## src/rtl/quick_spi_pkg.sv

```systemverilog
// rtl/quick_spi_pkg.sv - shared FSM encoding, widths and default constants for the SPI sequencer
package quick_spi_pkg;

    typedef enum logic [2:0] {
        ST_IDLE,
        ST_LOAD,
        ST_START,
        ST_WAIT_BUSY,
        ST_WAIT_DONE,
        ST_CAPTURE
    } state_t;

    localparam int unsigned DEF_TX_DEPTH      = 4;
    localparam int unsigned DEF_RX_DEPTH      = 4;
    localparam int unsigned DEF_START_TIMEOUT = 255;
    localparam int unsigned TX_WIDTH          = 16;
    localparam int unsigned RX_WIDTH          = 8;

endpackage

```

## src/rtl/quick_spi_sequencer_if.sv

```systemverilog
// rtl/quick_spi_sequencer_if.sv - transmit/receive streams, SPI master handshake and status
interface quick_spi_sequencer_if;
    import quick_spi_pkg::*;

    logic                tx_valid;
    logic                tx_ready;
    logic [TX_WIDTH-1:0] tx_data;
    logic                rx_valid;
    logic                rx_ready;
    logic [RX_WIDTH-1:0] rx_data;
    logic                spi_enable;
    logic [TX_WIDTH-1:0] spi_outgoing_data;
    logic                spi_busy;
    logic [RX_WIDTH-1:0] spi_incoming_data;
    logic                idle;
    logic                timeout_err;

    modport slave (
        input  tx_valid, tx_data, rx_ready, spi_busy, spi_incoming_data,
        output tx_ready, rx_valid, rx_data, spi_enable, spi_outgoing_data, idle, timeout_err
    );

    modport master (
        output tx_valid, tx_data, rx_ready, spi_busy, spi_incoming_data,
        input  tx_ready, rx_valid, rx_data, spi_enable, spi_outgoing_data, idle, timeout_err
    );

endinterface

```

## src/rtl/quick_spi_fifo.sv

```systemverilog
// rtl/quick_spi_fifo.sv - power-of-two FIFO; a push on full is taken when a pop happens in the same cycle
module quick_spi_fifo #(
    parameter int unsigned WIDTH = 8,
    parameter int unsigned DEPTH = 4
) (
    input  logic             clk,
    input  logic             reset,
    input  logic             push,
    input  logic [WIDTH-1:0] push_data,
    input  logic             pop,
    output logic [WIDTH-1:0] head,
    output logic             full,
    output logic             empty
);
    localparam int unsigned AW = $clog2(DEPTH);

    logic [AW-1:0]    wr_q, wr_d, rd_q, rd_d;
    logic [AW:0]      cnt_q, cnt_d;
    logic [WIDTH-1:0] mem_q [DEPTH];
    logic             do_push, do_pop;

    assign full    = (cnt_q == (AW+1)'(DEPTH));
    assign empty   = (cnt_q == '0);
    assign do_pop  = pop && !empty;
    assign do_push = push && (!full || do_pop);
    // Empty FIFO presents zero so the consumer never sees stale storage.
    assign head    = empty ? '0 : mem_q[rd_q];

    always_comb begin
        wr_d  = wr_q + AW'(do_push);
        rd_d  = rd_q + AW'(do_pop);
        cnt_d = cnt_q + (AW+1)'(do_push) - (AW+1)'(do_pop);
    end

    always_ff @(posedge clk or posedge reset) begin
        if (reset) begin
            wr_q  <= '0;
            rd_q  <= '0;
            cnt_q <= '0;
        end else begin
            wr_q  <= wr_d;
            rd_q  <= rd_d;
            cnt_q <= cnt_d;
        end
    end

    always_ff @(posedge clk) begin
        if (do_push) begin
            mem_q[wr_q] <= push_data;
        end
    end

endmodule

```

## src/rtl/quick_spi_sequencer.sv

```systemverilog
// rtl/quick_spi_sequencer.sv - feeds buffered words to an SPI master and buffers the returned bytes
module quick_spi_sequencer
    import quick_spi_pkg::*;
#(
    parameter int unsigned TX_DEPTH      = DEF_TX_DEPTH,
    parameter int unsigned RX_DEPTH      = DEF_RX_DEPTH,
    parameter int unsigned START_TIMEOUT = DEF_START_TIMEOUT
) (
    input  logic                  clk,
    input  logic                  reset,
    quick_spi_sequencer_if.slave  bus
);
    localparam int unsigned CNT_W = $clog2(START_TIMEOUT + 1);

    state_t              state_q, state_d;
    logic [TX_WIDTH-1:0] hold_q, hold_d;
    logic [CNT_W-1:0]    cnt_q, cnt_d;
    logic                err_q, err_d;
    logic                rdy_q, rdy_d;

    logic                tx_full, tx_empty, tx_push, tx_pop;
    logic [TX_WIDTH-1:0] tx_head;
    logic                rx_full, rx_empty, rx_push, rx_pop;
    logic [RX_WIDTH-1:0] rx_head;

    // rdy_q keeps tx_ready low through reset and raises it on the first clock afterwards.
    assign bus.tx_ready          = rdy_q && !tx_full;
    assign tx_push               = bus.tx_valid && bus.tx_ready;
    assign bus.rx_valid          = !rx_empty;
    assign bus.rx_data           = rx_head;
    assign rx_pop                = bus.rx_valid && bus.rx_ready;
    assign bus.spi_enable        = (state_q == ST_START);
    assign bus.spi_outgoing_data = hold_q;
    assign bus.idle              = (state_q == ST_IDLE) && tx_empty;
    assign bus.timeout_err       = err_q;

    quick_spi_fifo #(.WIDTH(TX_WIDTH), .DEPTH(TX_DEPTH)) u_tx_fifo (
        .clk       (clk),
        .reset     (reset),
        .push      (tx_push),
        .push_data (bus.tx_data),
        .pop       (tx_pop),
        .head      (tx_head),
        .full      (tx_full),
        .empty     (tx_empty)
    );

    quick_spi_fifo #(.WIDTH(RX_WIDTH), .DEPTH(RX_DEPTH)) u_rx_fifo (
        .clk       (clk),
        .reset     (reset),
        .push      (rx_push),
        .push_data (bus.spi_incoming_data),
        .pop       (rx_pop),
        .head      (rx_head),
        .full      (rx_full),
        .empty     (rx_empty)
    );

    always_comb begin
        state_d = state_q;
        hold_d  = hold_q;
        cnt_d   = cnt_q;
        err_d   = err_q;
        rdy_d   = 1'b1;
        tx_pop  = 1'b0;
        rx_push = 1'b0;
        case (state_q)
            ST_IDLE: begin
                if (!tx_empty && !bus.spi_busy) begin
                    state_d = ST_LOAD;
                end
            end
            ST_LOAD: begin
                tx_pop  = 1'b1;
                hold_d  = tx_head;
                state_d = ST_START;
            end
            ST_START: begin
                cnt_d   = '0;
                state_d = ST_WAIT_BUSY;
            end
            ST_WAIT_BUSY: begin
                if (bus.spi_busy) begin
                    state_d = ST_WAIT_DONE;
                end else if (cnt_q == CNT_W'(START_TIMEOUT - 1)) begin
                    err_d   = 1'b1;
                    state_d = ST_IDLE;
                end else begin
                    cnt_d = cnt_q + CNT_W'(1);
                end
            end
            ST_WAIT_DONE: begin
                if (!bus.spi_busy) begin
                    state_d = ST_CAPTURE;
                end
            end
            ST_CAPTURE: begin
                // A pop in the same cycle frees the slot, so a full FIFO still accepts.
                if (!rx_full || rx_pop) begin
                    rx_push = 1'b1;
                    state_d = ST_IDLE;
                end
            end
            default: state_d = ST_IDLE;
        endcase
    end

    always_ff @(posedge clk or posedge reset) begin
        if (reset) begin
            state_q <= ST_IDLE;
            hold_q  <= '0;
            cnt_q   <= '0;
            err_q   <= 1'b0;
            rdy_q   <= 1'b0;
        end else begin
            state_q <= state_d;
            hold_q  <= hold_d;
            cnt_q   <= cnt_d;
            err_q   <= err_d;
            rdy_q   <= rdy_d;
        end
    end

endmodule

```

## src/flat_wrapper.sv

```systemverilog
// flat-port wrapper written by rule: the top's interface ports become plain ports
module quick_spi_sequencer_flat import quick_spi_pkg::*;
#(
    parameter int unsigned TX_DEPTH      = DEF_TX_DEPTH,
    parameter int unsigned RX_DEPTH      = DEF_RX_DEPTH,
    parameter int unsigned START_TIMEOUT = DEF_START_TIMEOUT
)
  (clk, reset, bus_tx_valid, bus_tx_data, bus_rx_ready, bus_spi_busy, bus_spi_incoming_data, bus_tx_ready, bus_rx_valid, bus_rx_data, bus_spi_enable, bus_spi_outgoing_data, bus_idle, bus_timeout_err);
  quick_spi_sequencer_if bus_i ();
  input  logic clk;
  input  logic reset;
  input wire logic [$bits(bus_i.tx_valid)-1:0] bus_tx_valid;
  input wire logic [$bits(bus_i.tx_data)-1:0] bus_tx_data;
  input wire logic [$bits(bus_i.rx_ready)-1:0] bus_rx_ready;
  input wire logic [$bits(bus_i.spi_busy)-1:0] bus_spi_busy;
  input wire logic [$bits(bus_i.spi_incoming_data)-1:0] bus_spi_incoming_data;
  output wire logic [$bits(bus_i.tx_ready)-1:0] bus_tx_ready;
  output wire logic [$bits(bus_i.rx_valid)-1:0] bus_rx_valid;
  output wire logic [$bits(bus_i.rx_data)-1:0] bus_rx_data;
  output wire logic [$bits(bus_i.spi_enable)-1:0] bus_spi_enable;
  output wire logic [$bits(bus_i.spi_outgoing_data)-1:0] bus_spi_outgoing_data;
  output wire logic [$bits(bus_i.idle)-1:0] bus_idle;
  output wire logic [$bits(bus_i.timeout_err)-1:0] bus_timeout_err;
  assign bus_i.tx_valid = bus_tx_valid;
  assign bus_i.tx_data = bus_tx_data;
  assign bus_i.rx_ready = bus_rx_ready;
  assign bus_i.spi_busy = bus_spi_busy;
  assign bus_i.spi_incoming_data = bus_spi_incoming_data;
  assign bus_tx_ready = bus_i.tx_ready;
  assign bus_rx_valid = bus_i.rx_valid;
  assign bus_rx_data = bus_i.rx_data;
  assign bus_spi_enable = bus_i.spi_enable;
  assign bus_spi_outgoing_data = bus_i.spi_outgoing_data;
  assign bus_idle = bus_i.idle;
  assign bus_timeout_err = bus_i.timeout_err;
  quick_spi_sequencer #(.TX_DEPTH(TX_DEPTH), .RX_DEPTH(RX_DEPTH), .START_TIMEOUT(START_TIMEOUT)) u_core (.clk(clk), .reset(reset), .bus(bus_i));
endmodule
```

## config.mk

```make
export PLATFORM = sky130hd
export DESIGN_NAME = quick_spi_sequencer_flat
export DESIGN_NICKNAME = d
export VERILOG_FILES = /design/src/rtl/quick_spi_pkg.sv /design/src/rtl/quick_spi_sequencer_if.sv /design/src/rtl/quick_spi_fifo.sv /design/src/rtl/quick_spi_sequencer.sv /design/src/flat_wrapper.sv
export SDC_FILE = /design/constraint.sdc
export NUM_CORES = 1
export LEC_CHECK = 0
export BUFFER_PORTS_ARGS = -buffer_cell sky130_fd_sc_hd__buf_2
export CAP_MARGIN = 20
export CORE_ASPECT_RATIO = 0.75
export CORE_UTILIZATION = 45
export CTS_BUF_LIST = sky130_fd_sc_hd__clkbuf_2
export CTS_CLUSTER_DIAMETER = 80
export DETAILED_ROUTE_END_ITERATION = 8
export GPL_TIMING_DRIVEN = 0
export REMOVE_ABC_BUFFERS = 1
export SLEW_MARGIN = 20
export SYNTH_ARGS = -nofsm -noshare
export SYNTH_HDL_FRONTEND = slang
export SYNTH_SLANG_ARGS = --single-unit
```

## constraint.sdc

```tcl
create_clock -name clk -period 2.87 [get_ports clk]
set_input_delay 0.574 -clock clk [delete_from_list [all_inputs] [get_ports clk]]
set_output_delay 0.574 -clock clk [all_outputs]
set_load 0.01 [all_outputs]
```

==> qor.yml, run 1 <==
sta:
  slew_headroom_pct: 44.3
  rsz0062_at_grt: "no"
  tns_ns: 0
  setup_viol: 0
  hold_slack_ns: 0.102
  worstMarginPinSlew_ns: 0.835
  finalHoldViolCount: 0
  fmax_ghz: 0.374
  period_share_pct: 93.2
  finalMaxSlewViolations: 0
  finalClockSkew_ns: 0.0334
  min_period_ns: 2.67
placed_design:
  gp_congestion: 0.755
  dp.cells: 518
  dpl.hpwl_um: 6200
  numPortBuffers: 57
worst_setup_path:
  crit_path_end_kind: "output pin"
  cp_slowest_cell: "dfrtp_2"
  cp_data_required_time_ns: 2.30
  cp_top_family: "flip-flops"
  critPathBufInv: 1
  r2r-end: "u_core.u_rx_fifo.cnt_q[2]$_DFF_PP0_"
  slowest_delay_ns: 0.61
  r2r_start: "u_core.u_rx_fifo.cnt_q[2]$_DFF_PP0_"
  criticalPathCategory: "reg2out"
  rr_worst_depth: 9
  crit_chain: "mux4_2, nor2b_1, buf_2"
  critPathMaxFanout: 9
  setup.reg_to_reg.worst_slack_ns: 0.30
  start_kind: "register"
  crit_path_start: "u_core.u_rx_fifo.rd_q[0]$_DFF_PP0_"
  crit_arrival_ns: 2.10
drt:
  wl_per_cell_um: 17.0
  drt_iter0_drc: 111
  vias_per_cell: 5.01
  drc_errors: 0
  dr_total_vias: 2764
  firstDrtPassIters: 4
  routed_wirelength_um: 9380
  final_antenna_net_count: 0
layout:
  area.growth.synth_to_final_pct: 15.1
  fill_cells: 989
  layout.nets: 418
  fin_util_pct: 53.6
  diodes: 0
  final-seq-area_um2: 3960
  multi_input_area_um2: 1440
  instances_no_fill: 552
  drive_gt1_share_pct: 34.9
die:
  die_w_um: 129
  start_util_pct: 46.6
  fp.dieH_um: 97.5
  coreArea_um2: 11700
  ioPinCount: 58
  fp-row-count: 34
  die_area_um2: 12600
logic_synthesis:
  yosys_warnings: 0
  syn_area_um2: 5470
  ys.flop_type: "edfxtp_1"
  synth_cell_types: 41
  ys_seq_elements: 139
  synth_edf_count: 96
  ys_seq_area_share_pct: 72.3
  synthTopCellsByArea: "edfxtp_1, dfrtp_1, mux4_2"
  yosysTopAreaCellShare_pct: 52.7
  synth_cells: 302
  synth_common_cells: "edfxtp_1, dfrtp_1, mux4_2"
  synth_largest_area_cell: "edfxtp_1"
  ys_async_sr_fraction_pct: 30.9
  post-synth-top-count-cell: "edfxtp_1"
  avgSynthCellArea_um2: 18.1
power_and_ir_drop:
  pwr-share-seq_pct: 50.6
  p_per_area_nw_per_um2: 929
  swShare_pct: 33.0
  p_comb_share_pct: 27.5
  p_leak_nw: 2.45
  clockPowerShare_pct: 21.9
  p_sw_mw: 1.93
  peakVddDrop_uv: 382
  p_int_mw: 3.92
cts:
  clk_path_buf_depth: 2
  cts_tree: "built"
  cts-buffers-inserted: 17
  cts_max_level: 4
  path_clk_slew_ns: 0.23
  insertion_delay_ns: 0.66
  root_buffer: "clkbuf_2"
  cts.sinks: 139
grt:
  grt_use_total_pct: 16.5
  grt_max_degree: 27
  antenna_found_initial: 0
  overflow: 0
  first_global_vias: 2886
  grt_pass1_wl_um: 15100
hold_path:
  min_to: "u_core.u_tx_fifo.mem_q[2][12]$_DFFE_PP_"
  min-delay-start: "bus_tx_data[12]"
  hold_class: "in2reg"
  holdPathStages: 1
run_status:
  status: "finished clean"
run:
  maxCapViolations: 0
## power by group through the flow
stage / registers [mW] / clock network, mW / logic [mW]
2_1_floorplan: 2.93 / 0 / 1.10
3_3_place_gp: 3.00 / 0 / 1.54
3_5_place_dp: 3.01 / 0 / 1.63
4_1_cts: 2.97 / 1.33 / 1.65
5_1_grt: 3.04 / 1.41 / 1.79
6_report: 2.96 / 1.28 / 1.61
## timing repair
action                     CTS  global route
setup buffers                1             0
hold endpoints to repair    17             0
gates resized for setup      2             0
hold buffers                 1             0
setup endpoints to repair   10             0
## worst reg2reg max path: cells and delay by family, from the launching register on
kind / cells / cell delay [ns]
buffers and inverters: 1 / 0.04
adder cells (fa/ha/maj): 3 / 0.91
AND/OR/NAND/NOR: 3 / 0.83
flip-flops: 1 / 0.45
XOR/XNOR: 2 / 0.29
## state kept, by name, indices dropped and copies added (netlist names)
signal	flops
u_core.rdy_q	1
u_core.u_tx_fifo.mem_q	64
u_core.u_rx_fifo.mem_q	32
u_core.u_rx_fifo.rd_q	2
u_core.u_tx_fifo.wr_q	2
u_core.bus.timeout_err	1
u_core.u_rx_fifo.cnt_q	3
u_core.cnt_q	8
u_core.u_rx_fifo.wr_q	2
u_core.bus.spi_outgoing_data	16
u_core.state_q	3
u_core.u_tx_fifo.rd_q	2
u_core.u_tx_fifo.cnt_q	3
## worst max path at each step
stage,endpoint,slack [ns],cells past startpoint
floorplan,u_core.u_tx_fifo.mem_q[1][0]$_DFFE_PP_,0.19,4
global placement,u_core.u_tx_fifo.mem_q[1][0]$_DFFE_PP_,-0.67,4
detailed placement,u_core.u_tx_fifo.cnt_q[2]$_DFF_PP0_,-0.41,8
CTS,bus_rx_data[6],0.09,3
global route,bus_rx_data[6],0.01,3
finish,bus_rx_data[7],0.20,3
## layout by cell type, fill, tap and decap left out, drive strengths merged, types with 2 or more instances in the layout
cell,netlist,routed
xor2,8,8
a22o,17,17
inv,14,21
clkinv,0,3
nor3b,4,4
bufinv,0,3
fa,2,2
edfxtp,96,96
nor2,7,7
nand2b,3,3
xnor2,2,2
nor3,5,5
dfrtp,43,43
a21oi,3,3
or3,2,2
and3,5,5
buf,7,65
nand4,2,2
o211ai,3,3
nor2b,10,10
clkbuf,3,19
nand3,6,6
ha,10,10
nand2,9,9
o21ai,6,6
mux4,24,24
## cells by family (layout without fill, tap and decap cells)
group	after synthesis	count (layout)	synth area share, %
AND/OR/NAND/NOR	58	58	6.29
adder cells (fa/ha/maj)	12	12	3.02
flip-flops	139	139	72.3
multiplexers	24	24	9.88
other	1	1	0.0685
AO/OA/AOI/OAI	34	34	4.89
XOR/XNOR	10	10	1.60
buffers and inverters	24	112	1.92
## area by class of cell
type / instances / area share [%]
Multi-Input combinational cell: 139 / 22.8
Sequential cell: 139 / 62.9
Clock buffer: 19 / 1.51
Inverter: 14 / 0.834
Timing Repair Buffer: 66 / 5.84
Clock inverter: 13 / 2.86
Tap cell: 162 / 3.22
## per-stage QoR
| step | cell area (um^2) | worst slack [ns] | power [mW] |
|---|---|---|---|
| global route | 6300 | 0.0141 | 6.23 |
| finish | 6300 | 0.196 | 5.85 |
| CTS | 6300 | 0.0931 | 5.95 |
| detailed placement | 6000 | -0.406 | 4.65 |
| global placement | 5910 | -0.674 | 4.54 |
| floorplan | 5420 | 0.187 | 4.03 |
## per-layer routing
metal	routed length [um]	vias up	part of all wire, %	track usage [%]
met1	4310	1391	46	22.0
met5	0	-	0	0
met4	66	0	0.70	3.53
met3	344	6	3.7	5.95
li1	-	1328	-	-
met2	4660	39	50	26.0
No activity file was read; power rests on OpenSTA's default activity.
==> run 2, diff against run 1 <==
SYNTH_HIERARCHICAL = 1   (was not set)
==> run 2 against run 1 <==
  * Core utilization is 0.27 points higher
  * Global-route usage is 0.094 points lower
  * Combinational power is 27% higher
==> qor.yml, run 2 <==
sta:
  final.setup.worst_slack_ns: 0.202
  hold_slack_ns: 0.115
  setup_viol: 0
  period_share_pct: 93.0
  finalHoldViolCount: 0
  tns_ns: 0
  finalMaxSlewViolations: 0
  rsz0062_at_grt: "yes"
  slew_headroom_pct: 31.1
  fmax_ghz: 0.375
  finalClockSkew_ns: 0.0212
  min_period_ns: 2.67
  worstMarginPinSlew_ns: 1.03
placed_design:
  dp_slack_ns: 0.0139
  gp_congestion: 0.700
  placed_area_um2: 6360
  numPortBuffers: 57
  dpl.hpwl_um: 6580
  dp.cells: 544
logic_synthesis:
  post-synth-top-count-cell: "edfxtp_1"
  synth-adder-area-share_pct: 2.41
  yosys_warnings: 6
  ys_async_sr_fraction_pct: 30.9
  ys_seq_elements: 139
  synth_common_cells: "edfxtp_1, dfrtp_1, nor2b_1"
  syn_area_um2: 5830
  ys.flop_type: "edfxtp_1"
  synth.area.mux_share_pct: 12.8
  synth_edf_count: 96
  yosysTopAreaCellShare_pct: 49.5
  avgSynthCellArea_um2: 18.1
  synth_cells: 322
  yosys.area_share.simple_pct: 9.21
  synthTopCellsByArea: "edfxtp_1, dfrtp_1, mux4_2"
  synth_largest_area_cell: "edfxtp_1"
  synth_cell_types: 47
  synthXorXnorAreaFrac_pct: 1.35
  ys_seq_area_share_pct: 68.0
  synth_top_family_by_area: "multiplexers"
  synth_compound_area_share_pct: 3.76
die:
  start_util_pct: 46.8
  fp.dieH_um: 101
  fp-row-count: 35
  ioPinCount: 58
  die_w_um: 133
  coreArea_um2: 12400
  die_area_um2: 13400
worst_setup_path:
  start_kind: "register"
  slowest_delay_ns: 0.52
  critPathMaxFanout: 6
  crit_path_end_kind: "output pin"
  cp_slowest_cell: "dfrtp_2"
  cp_data_required_time_ns: 2.30
  critPathBufInv: 2
  r2r_start: "u_core/state_q[0]$_DFFE_PP0P_"
  crit_path_start: "u_core/u_tx_fifo/cnt_q[1]$_DFF_PP0_"
  crit_arrival_ns: 2.09
  setup.reg_to_reg.worst_slack_ns: 0.25
  criticalPathCategory: "reg2out"
  crit_chain: "nor3_4, buf_6, nor2b_1, nor3b_2, buf_2"
  cp_top_family: "simple AND/OR/NAND/NOR gates"
drt:
  drt_iter0_drc: 153
  wl_per_cell_um: 17.2
  routed_wirelength_um: 9940
  firstDrtPassIters: 4
  dr_total_vias: 2923
  drc_errors: 0
  final_antenna_net_count: 0
  vias_per_cell: 5.06
run:
  maxCapViolations: 0
cts:
  insertion_delay_ns: 0.65
  cts.sinks: 139
  path_clk_slew_ns: 0.21
  cts_tree: "built"
  cts-buffers-inserted: 17
  root_buffer: "clkbuf_2"
  clk_path_buf_depth: 2
  cts_max_level: 4
layout:
  area.growth.synth_to_final_pct: 15.1
  instances_no_fill: 578
  diodes: 0
  regMostFlops: "u_core/u_tx_fifo/mem_q"
  largest_reg_flops: 64
  final_cell_mix: "edfxtp_1, buf_2, dfrtp_1"
  layout.nets: 438
  design_area_um2: 6710
  drive_gt1_share_pct: 42.7
  final_common_cell: "edfxtp_1"
  fin_util_pct: 53.9
grt:
  overflow: 0
  first_global_vias: 3038
  grt_use_total_pct: 16.4
  antenna_found_initial: 0
  grt_max_degree: 30
  grt_pass1_wl_um: 16000
power_and_ir_drop:
  p_per_area_nw_per_um2: 948
  peakVddDrop_uv: 367
  p_leak_nw: 2.62
  p_total_mw: 6.36
hold_path:
  min-delay-start: "bus_tx_data[2]"
  hold_class: "in2reg"
run_status:
  status: "finished clean"
-- run 2: path summary, 6_finish.rpt --
kind	cells past startpoint	end
worst max-delay path	5	bus_idle
worst min-delay path	1	u_core/u_tx_fifo/mem_q[0][2]$_DFFE_PP_
worst max register to register	9	u_core/u_tx_fifo/cnt_q[2]$_DFF_PP0_
worst min register to register	1	u_core/bus.timeout_err$_DFFE_PP0P_
max in group asynchronous	3	u_core/bus.spi_outgoing_data[14]$_DFFE_PP0P_
min in group asynchronous	3	u_core/u_tx_fifo/rd_q[1]$_DFF_PP0_
-- run 2: logic make-up after synthesis --
kind of cell,Yosys count
other cells,1
compound gates,25
flops,139
buf+inv,25
simple gates,73
fa+ha+maj,10
mux,40
xor+xnor,9
-- run 2: what timing repair did --
| action | in CTS | in global routing |
|---|---|---|
| pin swaps | 1 | 0 |
| endpoints found under the setup margin | 9 | 44 |
| endpoints found under the hold margin | 31 | 0 |
| hold buffers | 1 | 0 |
| setup buffers | 1 | 0 |
| resized for setup | 2 | 10 |
-- run 2: layout make-up --
| type | count | area, um^2 |
|---|---|---|
| tap | 166 | 208 |
| timing repair buffer | 71 | 400 |
| clock buffer | 18 | 90.1 |
| clock inverter | 14 | 195 |
| inverter | 12 | 45.0 |
| multi-input combinational | 158 | 1800 |
| fill | 1019 | 5730 |
| sequential | 139 | 3960 |
-- run 2: worst register-to-register path, delay by kind of cell, from the launching register on --
family	cells	cell delay [ns]
adders and majority gates	2	0.35
xor gates and xnor gates	2	0.26
and+or+nand+nor	2	0.82
buffers and inverters	2	0.38
AOI/OAI and AO/OA	1	0.20
DFF	1	0.56
-- run 2: metal layers --
| layer | part of all wire [%] | wire [um] | vias to the layer above | track usage [%] |
|---|---|---|---|---|
| li1 | - | - | 1383 | - |
| met1 | 46 | 4590 | 1470 | 21.7 |
| met2 | 48 | 4800 | 64 | 26.0 |
| met3 | 4.5 | 451 | 6 | 4.88 |
| met4 | 0.86 | 85 | 0 | 5.77 |
| met5 | 0 | 0 | - | 0 |
-- run 2: report_power, final --
group          switching [mW]  internal, mW
Sequential              0.465          2.54
Clock                   0.723         0.584
Combinational           0.856          1.19
==> run 3, diff against run 2 <==
==> constraint.sdc (replaced) <==
create_clock -name clk -period 2.87 [get_ports clk]
set_input_delay 0.4305 -clock clk [delete_from_list [all_inputs] [get_ports clk]]
set_output_delay 0.4305 -clock clk [all_outputs]
set_load 0.01 [all_outputs]
==> run 3 against run 2 <==
  * Combinational power about the same
  * Wire length increased by 2.5%
  * Global-route usage increased by 0.30 points
  * Cell count increased by 4.3%
  * Critical path type is now reg2reg
==> qor.yml, run 3 (synthesis results as in run 2) <==
layout:
  final_common_cell: "edfxtp_1"
  drive_gt1_share_pct: 39.8
  largest_reg_flops: 64
  design_area_um2: 6950
  regMostFlops: "u_core/u_tx_fifo/mem_q"
  final_cell_mix: "edfxtp_1, buf_2, dfrtp_1"
  fill_cells: 998
  layout.nets: 463
  diodes: 0
  area.growth.synth_to_final_pct: 19.3
worst_setup_path:
  crit_path_end_kind: "register"
  cp_slowest_cell: "dfrtp_1"
  critPathMaxFanout: 10
  crit_arrival_ns: 3.20
  criticalPathCategory: "reg2reg"
  cp_data_required_time_ns: 3.46
  crit_chain: "nor3b_4, buf_4, buf_6, or3b_1, a21bo_1, ha_1, fa_1, xnor2_1, xnor2_1"
  cp_top_family: "simple AND/OR/NAND/NOR gates"
  slowest_delay_ns: 0.55
  worst_path_most_repeated_cell: "xnor2_1"
  critPathBufInv: 2
  rr_worst_depth: 9
  setup.reg_to_reg.worst_slack_ns: 0.26
  start_kind: "register"
  r2r_start: "u_core/state_q[0]$_DFFE_PP0P_"
  r2r-end: "u_core/u_tx_fifo/cnt_q[2]$_DFF_PP0_"
drt:
  drc_errors: 0
  drt_iter0_drc: 157
  firstDrtPassIters: 4
  routed_wirelength_um: 10200
  dr_total_vias: 3015
  vias_per_cell: 5.00
  wl_per_cell_um: 16.9
  final_antenna_net_count: 0
placed_design:
  gp_congestion: 0.700
  dp_slack_ns: 0.0139
  placed_area_um2: 6360
  numPortBuffers: 57
  dpl.hpwl_um: 6580
grt:
  overflow: 0
  grt_use_total_pct: 16.7
  antenna_found_initial: 0
  grt_pass1_wl_um: 16300
  first_global_vias: 3130
  grt_max_degree: 30
die:
  fp-row-count: 35
  fp.dieH_um: 101
  ioPinCount: 58
  coreArea_um2: 12400
  die_w_um: 133
  start_util_pct: 46.8
  die_area_um2: 13400
cts:
  insertion_delay_ns: 0.64
  cts-buffers-inserted: 17
  clk_path_buf_depth: 2
  cts.sinks: 139
  cts_max_level: 4
  root_buffer: "clkbuf_2"
  cts_tree: "built"
  path_clk_slew_ns: 0.20
sta:
  final.setup.worst_slack_ns: 0.258
  finalMaxSlewViolations: 0
  finalHoldViolCount: 0
  slew_headroom_pct: 30.6
  min_period_ns: 2.61
  worstMarginPinSlew_ns: 1.04
  fmax_ghz: 0.383
  finalClockSkew_ns: 0.0217
  period_share_pct: 91.0
  setup_viol: 0
  rsz0062_at_grt: "no"
power_and_ir_drop:
  p_per_area_nw_per_um2: 919
  p_total_mw: 6.39
  p_leak_nw: 2.72
  peakVddDrop_uv: 374
run_status:
  status: "finished clean"
run:
  maxCapViolations: 0
hold_path:
  hold_class: "in2async"
## run 3: cell count changes in the layout (fill, tap and decap cells not counted)
cell           change
nor3b_2            -1
dlygate4sd3_1     +25
dfrtp_2            -1
dfrtp_1            +1
nor3b_1            +1
## run 3: what timing repair did
item / 4_1_cts / 5_1_grt
hold endpoints to repair: 140 / 0
gates cloned: 0 / 0
resized for setup: 1 / 9
pin swaps: 1 / 0
setup endpoints to repair: 1 / 50
setup buffers: 1 / 0
hold buffers: 26 / 0
## run 3: cell type report
class	instances	area, um^2	share of cell area, %
Sequential cell	139	3960	57.0
Multi-Input combinational cell	158	1800	25.9
Timing Repair Buffer	96	651	9.36
Tap cell	166	208	2.99
Clock inverter	14	195	2.81
Clock buffer	18	90.1	1.30
Inverter	12	45.0	0.648
## run 3: how the worst max path moves through the flow
stage / to / from / cells after the start / slack, ns
6_report: u_core/u_tx_fifo/cnt_q[2]$_DFF_PP0_ / u_core/state_q[0]$_DFFE_PP0P_ / 9 / 0.26
5_1_grt: bus_idle / u_core/u_tx_fifo/cnt_q[1]$_DFF_PP0_ / 5 / 0.001
4_1_cts: u_core/u_tx_fifo/mem_q[2][5]$_DFFE_PP_ / u_core/state_q[0]$_DFFE_PP0P_ / 6 / 0.007
3_5_place_dp: u_core/u_tx_fifo/mem_q[2][14]$_DFFE_PP_ / u_core/state_q[0]$_DFFE_PP0P_ / 6 / 0.01
3_3_place_gp: u_core/u_tx_fifo/mem_q[1][14]$_DFFE_PP_ / u_core/state_q[0]$_DFFE_PP0P_ / 3 / -3.34
2_1_floorplan: u_core/u_tx_fifo/cnt_q[2]$_DFF_PP0_ / u_core/u_tx_fifo/cnt_q[1]$_DFF_PP0_ / 7 / -1.42
## run 3: routing by layer
| metal | vias to the layer above | GRT usage (%) | part of all wire [%] |
|---|---|---|---|
| met5 | - | 0 | 0 |
| met4 | 0 | 5.77 | 0.85 |
| met3 | 6 | 4.78 | 3.4 |
| met2 | 50 | 26.8 | 48 |
| met1 | 1528 | 22.0 | 48 |
| li1 | 1431 | - | - |
## run 3: tightest hold or removal path, stage by stage
cell and delay (ns):
dlygate4sd3_1 0.53, buf_2 0.14, inv_1 0.21
## run 3: report_power, final
| group | internal, mW | switching [mW] |
|---|---|---|
| clock network | 0.584 | 0.722 |
| logic | 1.21 | 0.863 |
| registers | 2.54 | 0.470 |
| total | 4.33 | 2.06 |
## run 3: stage by stage
| step | TNS [ns] | hold WS (ns) | utilization (%) | instances |
|---|---|---|---|---|
| finish | 0 | 0.245 | 55.9 | 603 |
| global route | 0 | 0.194 | 55.9 | 603 |
| CTS | 0 | 0.207 | 55.6 | 603 |
| detailed placement | 0 | 0.406 | 51.1 | 544 |
| global placement | -241.91 | 0.403 | 50.0 | 532 |
| floorplan | -72.11 | 0.234 | - | 309 |
